--- config.mk ---
export PLATFORM = sky130hd
export DESIGN_NAME = scroll_frame_drawer_flat
export DESIGN_NICKNAME = d
export VERILOG_FILES = /design/src/rtl/scroll_frame_drawer_pkg.sv /design/src/rtl/scroll_frame_drawer_if.sv /design/src/rtl/scroll_rate_divider.sv /design/src/rtl/scroll_frame_drawer.sv /design/src/flat_wrapper.sv
export SDC_FILE = /design/constraint.sdc
export NUM_CORES = 1
export LEC_CHECK = 0
export BUFFER_PORTS_ARGS = -buffer_cell sky130_fd_sc_hd__buf_2
export CORE_MARGIN = 1.5
export CORE_UTILIZATION = 55
export CTS_BUF_LIST = sky130_fd_sc_hd__clkbuf_8
export CTS_CLUSTER_DIAMETER = 30
export DETAILED_ROUTE_END_ITERATION = 8
export PLACE_DENSITY_LB_ADDON = 0.05
export REMOVE_ABC_BUFFERS = 1
export SLEW_MARGIN = 20
export SYNTH_ARGS = -nofsm -noshare
export SYNTH_HDL_FRONTEND = slang
export SYNTH_HIERARCHICAL = 1
export SYNTH_SLANG_ARGS = --single-unit
export TNS_END_PERCENT = 20
--- constraint.sdc ---
create_clock -name CLOCK_50 -period 9.9 [get_ports CLOCK_50]
set_input_delay 0.99 -clock CLOCK_50 [delete_from_list [all_inputs] [get_ports CLOCK_50]]
set_output_delay 0.99 -clock CLOCK_50 [all_outputs]
set_load 0.01 [all_outputs]
--- src/rtl/scroll_frame_drawer_pkg.sv ---
// Shared constants, FSM encodings and address helpers for the scrolling road frame drawer.
package scroll_frame_drawer_pkg;

   localparam int X_MAX    = 160;
   localparam int Y_MAX    = 120;
   localparam int COLOUR_W = 3;

   localparam logic [1:0] S_IDLE  = 2'd0;
   localparam logic [1:0] S_DRAW  = 2'd1;
   localparam logic [1:0] S_FLUSH = 2'd2;
   localparam logic [1:0] S_DONE  = 2'd3;

   localparam int SPEED_EIGHTH  = 0;
   localparam int SPEED_QUARTER = 1;
   localparam int SPEED_HALF    = 2;

   // row*160 + col without a multiplier: row*128 + row*32 + col
   function automatic logic [14:0] pixel_addr(input logic [6:0] row, input logic [7:0] col);
      return {1'b0, row, 7'b0} + {3'b0, row, 5'b0} + {7'b0, col};
   endfunction

   function automatic logic [6:0] wrap_row(input logic [6:0] y, input logic [6:0] off);
      logic [7:0] sum;
      sum = {1'b0, y} + (8'(Y_MAX) - {1'b0, off});
      sum = (sum >= 8'(Y_MAX)) ? (sum - 8'(Y_MAX)) : sum;
      return sum[6:0];
   endfunction

endpackage

--- src/rtl/scroll_frame_drawer_if.sv ---
// Background ROM port plus the pixel write bus towards the vga_adapter.
interface scroll_frame_drawer_if;
   import scroll_frame_drawer_pkg::*;

   logic [14:0]         rom_addr;
   logic [COLOUR_W-1:0] rom_data;
   logic [7:0]          VGA_X;
   logic [6:0]          VGA_Y;
   logic [COLOUR_W-1:0] colour;
   logic                plot;

   modport master (output rom_addr, VGA_X, VGA_Y, colour, plot, input rom_data);
   modport slave  (input rom_addr, VGA_X, VGA_Y, colour, plot, output rom_data);
endinterface

--- src/rtl/scroll_rate_divider.sv ---
// Scroll-rate tick generator: one-clock tick every TICK_DIV_BASE x {1,2,4} clocks.
module scroll_rate_divider
   import scroll_frame_drawer_pkg::*;
#(
   parameter int TICK_DIV_BASE = 6_250_000
) (
   input  logic       CLOCK_50,
   input  logic       reset,
   input  logic [2:0] speed_sel,
   output logic       tick
);

   localparam logic [24:0] P_EIGHTH  = 25'(TICK_DIV_BASE);
   localparam logic [24:0] P_QUARTER = 25'(2 * TICK_DIV_BASE);
   localparam logic [24:0] P_HALF    = 25'(4 * TICK_DIV_BASE);

   logic [24:0] count_r;
   logic [24:0] last_s;
   logic [2:0]  speed_prev_r;
   logic        tick_r;

   // terminal count of the selected rate; the fastest set bit wins
   always_comb begin
      last_s = 25'd0;
      if (speed_sel[SPEED_EIGHTH]) begin
         last_s = P_EIGHTH - 25'd1;
      end else if (speed_sel[SPEED_QUARTER]) begin
         last_s = P_QUARTER - 25'd1;
      end else if (speed_sel[SPEED_HALF]) begin
         last_s = P_HALF - 25'd1;
      end else begin
         last_s = 25'd0;
      end
   end

   // counter, rate-change restart and tick register
   always_ff @(posedge CLOCK_50 or posedge reset) begin
      if (reset) begin
         count_r      <= 25'd0;
         speed_prev_r <= 3'b000;
         tick_r       <= 1'b0;
      end else begin
         speed_prev_r <= speed_sel;
         if ((speed_sel != speed_prev_r) || (speed_sel == 3'b000)) begin
            count_r <= 25'd0;
            tick_r  <= 1'b0;
         end else if (count_r == last_s) begin
            count_r <= 25'd0;
            tick_r  <= 1'b1;
         end else begin
            count_r <= count_r + 25'd1;
            tick_r  <= 1'b0;
         end
      end
   end

   assign tick = tick_r;

endmodule

--- src/rtl/scroll_frame_drawer.sv ---
// Redraws the 160x120 road background from a synchronous ROM, one pixel per clock,
// with the source row shifted by a scroll offset that advances once per drawn frame.
module scroll_frame_drawer
   import scroll_frame_drawer_pkg::*;
#(
   parameter int TICK_DIV_BASE = 6_250_000
) (
   input  logic                    CLOCK_50,
   input  logic                    reset,
   input  logic [2:0]              speed_sel,
   scroll_frame_drawer_if.master   bus,
   output logic [6:0]              adjusted_Y,
   output logic [6:0]              offset,
   output logic                    busy,
   output logic                    frame_done
);

   logic        tick_s;
   logic        start_s;
   logic        issue_s;
   logic [6:0]  adj_s;
   logic [6:0]  next_off_s;

   logic [1:0]  state_r;
   logic [7:0]  x_r;
   logic [6:0]  y_r;
   logic        last_r;
   logic        first_r;
   logic        pending_r;
   logic        busy_r;
   logic        frame_done_r;
   logic [6:0]  offset_r;

   logic        av_r;
   logic [6:0]  adj_r;
   logic [14:0] rom_addr_r;
   logic [7:0]  ax_r;
   logic [6:0]  ay_r;
   logic        plot_r;
   logic [7:0]  vga_x_r;
   logic [6:0]  vga_y_r;

   scroll_rate_divider #(
      .TICK_DIV_BASE (TICK_DIV_BASE)
   ) u_div (
      .CLOCK_50  (CLOCK_50),
      .reset     (reset),
      .speed_sel (speed_sel),
      .tick      (tick_s)
   );

   // frame start, address issue qualifier, wrapped source row and next offset
   always_comb begin
      start_s    = (state_r == S_IDLE) && pending_r;
      issue_s    = (state_r == S_DRAW) && !last_r;
      adj_s      = wrap_row(y_r, offset_r);
      next_off_s = first_r ? offset_r
                 : ((offset_r == 7'(Y_MAX - 1)) ? 7'd0 : (offset_r + 7'd1));
   end

   // pending flag and frame sequencing FSM
   always_ff @(posedge CLOCK_50 or posedge reset) begin
      if (reset) begin
         state_r      <= S_IDLE;
         x_r          <= 8'd0;
         y_r          <= 7'd0;
         last_r       <= 1'b0;
         first_r      <= 1'b1;
         pending_r    <= 1'b1;
         busy_r       <= 1'b0;
         frame_done_r <= 1'b0;
         offset_r     <= 7'd0;
      end else begin
         if (start_s) begin
            pending_r <= 1'b0;
         end else if (tick_s) begin
            pending_r <= 1'b1;
         end else begin
            pending_r <= pending_r;
         end

         case (state_r)
            S_IDLE: begin
               if (pending_r) begin
                  state_r  <= S_DRAW;
                  x_r      <= 8'd0;
                  y_r      <= 7'd0;
                  last_r   <= 1'b0;
                  busy_r   <= 1'b1;
                  offset_r <= next_off_s;
                  first_r  <= 1'b0;
               end
            end
            S_DRAW: begin
               // last_r marks that rom_addr already holds the final pixel
               if (last_r) begin
                  state_r <= S_FLUSH;
                  last_r  <= 1'b0;
               end else if (x_r == 8'(X_MAX - 1)) begin
                  x_r <= 8'd0;
                  if (y_r == 7'(Y_MAX - 1)) begin
                     last_r <= 1'b1;
                  end else begin
                     y_r <= y_r + 7'd1;
                  end
               end else begin
                  x_r <= x_r + 8'd1;
               end
            end
            S_FLUSH: begin
               state_r      <= S_DONE;
               busy_r       <= 1'b0;
               frame_done_r <= 1'b1;
            end
            S_DONE: begin
               state_r      <= S_IDLE;
               frame_done_r <= 1'b0;
            end
            default: begin
               state_r      <= S_IDLE;
               busy_r       <= 1'b0;
               frame_done_r <= 1'b0;
            end
         endcase
      end
   end

   // address stage then pixel stage, aligned with the one-clock ROM latency
   always_ff @(posedge CLOCK_50 or posedge reset) begin
      if (reset) begin
         av_r       <= 1'b0;
         adj_r      <= 7'd0;
         rom_addr_r <= 15'd0;
         ax_r       <= 8'd0;
         ay_r       <= 7'd0;
         plot_r     <= 1'b0;
         vga_x_r    <= 8'd0;
         vga_y_r    <= 7'd0;
      end else begin
         av_r <= issue_s;
         if (issue_s) begin
            adj_r      <= adj_s;
            rom_addr_r <= pixel_addr(adj_s, x_r);
            ax_r       <= x_r;
            ay_r       <= y_r;
         end
         plot_r <= av_r;
         if (av_r) begin
            vga_x_r <= ax_r;
            vga_y_r <= ay_r;
         end
      end
   end

   assign bus.rom_addr = rom_addr_r;
   assign bus.VGA_X    = vga_x_r;
   assign bus.VGA_Y    = vga_y_r;
   assign bus.plot     = plot_r;
   assign bus.colour   = plot_r ? bus.rom_data : {COLOUR_W{1'b0}};
   assign adjusted_Y   = adj_r;
   assign offset       = offset_r;
   assign busy         = busy_r;
   assign frame_done   = frame_done_r;

endmodule

--- src/flat_wrapper.sv ---
// flat-port wrapper written by rule: the top's interface ports become plain ports
module scroll_frame_drawer_flat import scroll_frame_drawer_pkg::*;
#(
   parameter int TICK_DIV_BASE = 6_250_000
)
  (CLOCK_50, reset, speed_sel, adjusted_Y, offset, busy, frame_done, bus_rom_addr, bus_VGA_X, bus_VGA_Y, bus_colour, bus_plot, bus_rom_data);
  scroll_frame_drawer_if bus_i ();
  input  logic CLOCK_50;
  input  logic reset;
  input  logic [2:0] speed_sel;
  output logic [6:0] adjusted_Y;
  output logic [6:0] offset;
  output logic busy;
  output logic frame_done;
  output wire logic [$bits(bus_i.rom_addr)-1:0] bus_rom_addr;
  output wire logic [$bits(bus_i.VGA_X)-1:0] bus_VGA_X;
  output wire logic [$bits(bus_i.VGA_Y)-1:0] bus_VGA_Y;
  output wire logic [$bits(bus_i.colour)-1:0] bus_colour;
  output wire logic [$bits(bus_i.plot)-1:0] bus_plot;
  input wire logic [$bits(bus_i.rom_data)-1:0] bus_rom_data;
  assign bus_rom_addr = bus_i.rom_addr;
  assign bus_VGA_X = bus_i.VGA_X;
  assign bus_VGA_Y = bus_i.VGA_Y;
  assign bus_colour = bus_i.colour;
  assign bus_plot = bus_i.plot;
  assign bus_i.rom_data = bus_rom_data;
  scroll_frame_drawer #(.TICK_DIV_BASE(TICK_DIV_BASE)) u_core (.CLOCK_50(CLOCK_50), .reset(reset), .speed_sel(speed_sel), .bus(bus_i), .adjusted_Y(adjusted_Y), .offset(offset), .busy(busy), .frame_done(frame_done));
endmodule
After elaboration in Yosys (flattened, before gate mapping)
Cells that the tools add are included.
- word-level logic and storage cells: 93
- flip-flop bits (word level): 112
- input port bits: 8
- output and inout bits: 50
- bitwise logic cells: 1
- $lt $le $gt $ge: 1
- eq/ne operators: 13
- $add $sub $neg: 9
- multiplexer cells: 32
- reductions and logical operators: 17
- operator list (operator ; count):
    25-bit 2-to-1 mux ; 5
    7-bit 2-to-1 mux ; 6
    25-bit by 1-bit adder with 25-bit output (second input constant) ; 1
    25-bit == test ; 1
    8-bit 2-to-1 mux ; 3
    8-bit case mux with 2 select lines ; 1
    14-bit by 12-bit adder with 15-bit output ; 1
    15-bit by 8-bit adder with 15-bit output ; 1
    7-bit by 1-bit adder with 7-bit output (second input constant) ; 2
    7-bit == test (second input constant) ; 2
    7-bit case mux with 2 select lines ; 1
    1-bit 2-to-1 mux ; 9
    7-bit by 8-bit adder with 8-bit output ; 1
    8-bit by 1-bit adder with 8-bit output (second input constant) ; 1
    8-bit == test (second input constant) ; 1
    8-bit by 7-bit >= comparator with 1-bit output (second input constant) ; 1
    2-bit case mux with 4 select lines ; 1
    2-bit AND reduction ; 4
    2-bit nonzero test ; 4
    7-bit by 7-bit subtractor with 8-bit output (first input constant) ; 1
    7-bit subtractor (second input constant) ; 1
    2-bit != test (second input constant) ; 3
    1-bit case mux with 2 select lines ; 3
    3-bit AND reduction ; 2
    other kinds (13) ; 17

Logic depth before layout (Yosys ltp)
- word-level depth: 6
- mapped depth: 19
- gate-level depth less buffers: 19

Modules after synthesis
Netlist, hierarchy kept.
- by module, submodules not included (module ; times used ; cells an instance ; area an instance (um2) ; seq. area each (um2)):
    scroll_frame_drawer ; 1 ; 429 ; 4282.9 ; 1954.4
    scroll_rate_divider ; 1 ; 169 ; 1630.3 ; 725.7

Least setup slack after synthesis
No wires, ideal clock.
- kind: register to register
- from: reg u_core.offset_r[1] (netlist: u_core/offset[1])
- to: reg u_core.rom_addr_r[13] (netlist: u_core/bus.rom_addr[13])
- arrival: 4.081 ns
- library setup time: 0.124 ns
- slack: 5.695 ns
- buffers on the path: 0
- clock period less this slack: 4.205 ns
- cell stages (with the launch flop): 19
- data required time: 9.776 ns
- path through: dfrtp_1 -> inv_1 -> ha_1 -> ha_1 -> fa_1 -> a211oi_1 -> nor4_1 -> nand4b_4 -> a41oi_4 -> nand3b_1 -> nand2_1 -> ha_1 -> ha_1 -> inv_1 -> nor2_1 -> a311oi_1 -> a21oi_1 -> and4b_1 -> a211o_1
- longest elaborated chain between the ends: 6
- elaborated cells between the ends (all ways): 7
- classes of those cells: add/sub (5); order compare (1); mux (1)
- ends and longest elaborated chain (item ; line ; text):
    start, declared ; scroll_frame_drawer.sv:32 ; logic [6:0] offset_r;
    start signal, assigned ; scroll_frame_drawer.sv:90 ; offset_r <= next_off_s;
    7-bit by 7-bit subtractor with 8-bit output (*) ; scroll_frame_drawer_pkg.sv:24 ; sum = {1'b0, y} + (8'(Y_MAX) - {1'b0, off});
    7-bit by 8-bit adder with 8-bit output (*) ; scroll_frame_drawer_pkg.sv:24 ;
    7-bit subtractor or 8-bit by 7-bit >= comparator with 1-bit output (tied branches) ; scroll_frame_drawer_pkg.sv:25 ; sum = (sum >= 8'(Y_MAX)) ? (sum - 8'(Y_MAX)) : sum;
    7-bit 2-to-1 mux (*) ; scroll_frame_drawer_pkg.sv:25 ;
    via u_core.adj_s[5] ; scroll_frame_drawer.sv:21 ; logic [6:0] adj_s;
    14-bit by 12-bit adder with 15-bit output (*) ; scroll_frame_drawer_pkg.sv:19 ; return {1'b0, row, 7'b0} + {3'b0, row, 5'b0} + {7'b0, col};
    15-bit by 8-bit adder with 15-bit output (*) ; scroll_frame_drawer_pkg.sv:19 ;
    end signal, assigned ; scroll_frame_drawer.sv:143 ; rom_addr_r <= pixel_addr(adj_s, x_r);
    end, declared ; scroll_frame_drawer.sv:36 ; logic [14:0] rom_addr_r;
Mark *: on every way through the listed nets, which the timed path passes. The rest lies on a longest branch.
A chain may end at the register's enable or synchronous reset.

Worst setup path in the final report
Ends and elaborated chain as after synthesis.

==> reports/metrics.yaml <==
nNetsFinal: 691
r2r_setup_slack_ps: 5360
final_hold_viol_count: 0
port_buffers: 57
antenna_cells: 0
drc: 0
synthCells: 598
p_switching_mw: 0.725
place_inst: 770
irDropWorstVdd_uv: 237
hp-class: "flip-flop to flip-flop"
fin_crit_ps: 4540
grt-ovfl-total: 0
r2r_cells: 18
dr.pass1.iters: 4
worst_pin_slew_ps: 975
rsz0062_at_grt: "false"
synth-edff-count: 0
final_cells: 786
syn2layout_area_growth_pct: 8.32
post_cts_buffers: 0
holdBufCountCts: 0
ant_nets: 0
finalMaxSlewViolations: 0
async_flop_share_pct: 100
final_common_cell: "dfrtp_1"
first_iter_violations: 220
track_usage_pct: 22.2
initial_utilization_pct: 57.0
grt_pass1_wl_mm: 20.1
ys_seq_elements: 107
vias: 4353
cellLeakagePower_nw: 3.17
cap_violations: 0
r2r_end: "u_core/bus.rom_addr[13]$_DFFE_PP0P_"
clkTransAtPathRegs_ps: 100
tritoncts: "done"
clock.fmax_mhz: 220
synthXorXnorAreaFrac_pct: 6.47
drive_above_1_share_pct: 18.3
intPower_mw: 0.985
setup-tns-final_ps: 0
critPathLaunchType: "flip-flop"
die-width_microns: 107
worstReg2RegStart: "u_core/offset[1]$_DFFE_PP0P_"
yosysWarningCount: 6
gp_congestion: 0.891
chipHeight_microns: 107
seqPwrFrac_pct: 33.2
drt_wl_total_mm: 11.8
synth_compound_area_share_pct: 10.8
antenna_found_initial: 0
synth_top_family_by_area: "simple AND/OR/NAND/NOR gates"
pin_count: 58
cts_buffers: 9
power_frac_comb_pct: 53.1
outcome: "complete, no violations"
dieArea_sq_um: 11400
path_class: "flip-flop to flip-flop"
cp.arrival_ps: 4800
synthFlopType: "dfrtp_1"
cts_resized: 0
clock_skew_ps: 7.82
cts_max_level: 3
fin_crit_sh_pct: 45.9
relSlewSlack_pct: 35.0
final_cell_mix: "dfrtp_1, nand2_1, buf_2, nor2_1, o21ai_0"
power.density_nw_per_um2: 267
ys_seq_area_share_pct: 45.3
coreArea_sq_um: 10400
dp_hpwl_mm: 8.47
grt_pass1_vias: 4219
via_per_inst: 5.54
synth_adder_area_share_pct: 8.42
path_max_fanout: 5
grt_max_degree: 79
cts_buffer_depth: 2
nFillCells: 886
clkPwrFrac_pct: 13.7
setup_viol: 0
cts-root-buf: "clkbuf_8"
hold_path_depth: 2
worstHoldStart: "u_core/u_div/tick$_DFF_PP0_"
muxShareOfSynthArea_pct: 3.98
rows: 37
netlist_area_sq_um: 5910
synth-simple-area-share_pct: 20.5
cts_sinks: 107
avgSynthCellArea_sq_um: 9.89
whs_endpoint: "u_core/pending_r$_DFFE_PP1P_"
swShare_pct: 42.4
crit_path_end_kind: "flip-flop"
clock_latency_ps: 360
wl_per_cell_microns: 15.1
required_ps: 10160
synth_cell_types: 75
layout make-up:
class	count	area [sq um]	share of cell area, %
Sequential cell	107	2680	41.8
Inverter	33	125	1.95
Timing Repair Buffer	59	300	4.69
Clock buffer	9	124	1.93
Multi-Input combinational cell	435	2970	46.3
Tap cell	136	170	2.66
Clock inverter	7	37.5	0.586
kinds of logic after synthesis:
kind of cell / Yosys count
flip-flops: 107
AO/OA/AOI/OAI: 93
buffers and inverters: 56
adder cells (fa/ha/maj): 38
multiplexers: 21
XOR/XNOR: 42
AND/OR/NAND/NOR: 241
critical path, stage by stage (launching register included):
cell and delay, ps:
dfrtp_1 400, inv_1 70, ha_1 300, ha_1 240, fa_1 440, a211oi_1 340, nor4_1 100, nand4b_4 210
a41oi_4 270, nand3b_1 170, nand2_1 90, ha_1 310, ha_1 310, inv_1 120, nor2_1 70, a311oi_1 400
a21oi_1 170, and4b_1 220, a211o_1 220
power by group through the flow:
stage | sequential [mW] | combinational (mW) | clock, mW
floorplan | 0.585 | 0.660 | 0
global placement | 0.572 | 0.885 | 0
detailed placement | 0.578 | 0.898 | 0
CTS | 0.569 | 0.913 | 0.245
global route | 0.579 | 1.03 | 0.262
finish | 0.568 | 0.909 | 0.234
synthesized netlist by cell type (all sizes together) (4+ instances only):
| cell type | number | area [sq um] |
|---|---|---|
| dfrtp | 105 | 2630 |
| nand2 | 93 | 349 |
| nor2 | 56 | 223 |
| o21ai | 41 | 205 |
| ha | 35 | 438 |
| inv | 32 | 120 |
| xor2 | 26 | 235 |
| nand3 | 19 | 100 |
| mux2 | 17 | 195 |
| xnor2 | 16 | 148 |
| nand4 | 15 | 100 |
| a21oi | 12 | 63.8 |
| buf | 12 | 100 |
| clkbuf | 11 | 41.3 |
| nor2b | 9 | 63.8 |
| and2 | 8 | 52.6 |
| nor3 | 8 | 50.1 |
| nor3b | 7 | 57.6 |
| and3 | 6 | 37.5 |
| nor4 | 5 | 46.3 |
| a211oi | 4 | 35.0 |
| a21o | 4 | 31.3 |
| a31oi | 4 | 25.0 |
| mux2i | 4 | 40.0 |
| o21bai | 4 | 41.3 |
| o31ai | 4 | 30.0 |
metrics by stage:
stage	cell area, sq um	total power, mW	hold slack [ps]	worst slack, ps	util (%)
finish	6400	1.71	469	5360	61.8
global route	6400	1.87	509	5040	61.8
CTS	6400	1.73	472	5400	61.8
detailed placement	6240	1.48	460	5440	60.2
global placement	6240	1.46	446	5530	60.2
floorplan	5770	1.25	440	5690	-
state kept, by name, indices dropped and copies added, names as in the netlist, 8 cells and up:
name                  cells
u_core/u_div/count_r     25
u_core/bus.VGA_X          8
u_core/bus.rom_addr      15
u_core/x_r                8
how the worst max path moves through the flow:
stage	end	slack [ps]	depth (start not counted)	start
3_5_place_dp	u_core/bus.rom_addr[13]$_DFFE_PP0P_	5440	18	u_core/offset[1]$_DFFE_PP0P_
5_1_grt	u_core/bus.rom_addr[13]$_DFFE_PP0P_	5040	18	u_core/offset[1]$_DFFE_PP0P_
4_1_cts	u_core/bus.rom_addr[13]$_DFFE_PP0P_	5400	18	u_core/offset[1]$_DFFE_PP0P_
6_report	u_core/bus.rom_addr[13]$_DFFE_PP0P_	5360	18	u_core/offset[1]$_DFFE_PP0P_
3_3_place_gp	u_core/bus.rom_addr[13]$_DFFE_PP0P_	5530	18	u_core/offset[1]$_DFFE_PP0P_
2_1_floorplan	u_core/bus.rom_addr[13]$_DFFE_PP0P_	5690	18	u_core/offset[1]$_DFFE_PP0P_
routing by layer:
layer  global-route usage, %  share of wire (%)  vias to the layer above  routed length (microns)
li1                        -                  -                     2141                        -
met1                    31.6                 49                     2109                     5760
met2                    35.3                 47                       89                     5510
met3                    3.71                3.6                       14                      427
met4                    6.29                1.2                        0                      137
met5                       0                  0                        -                        0
Note: power is estimated with default switching activity, not from simulation.
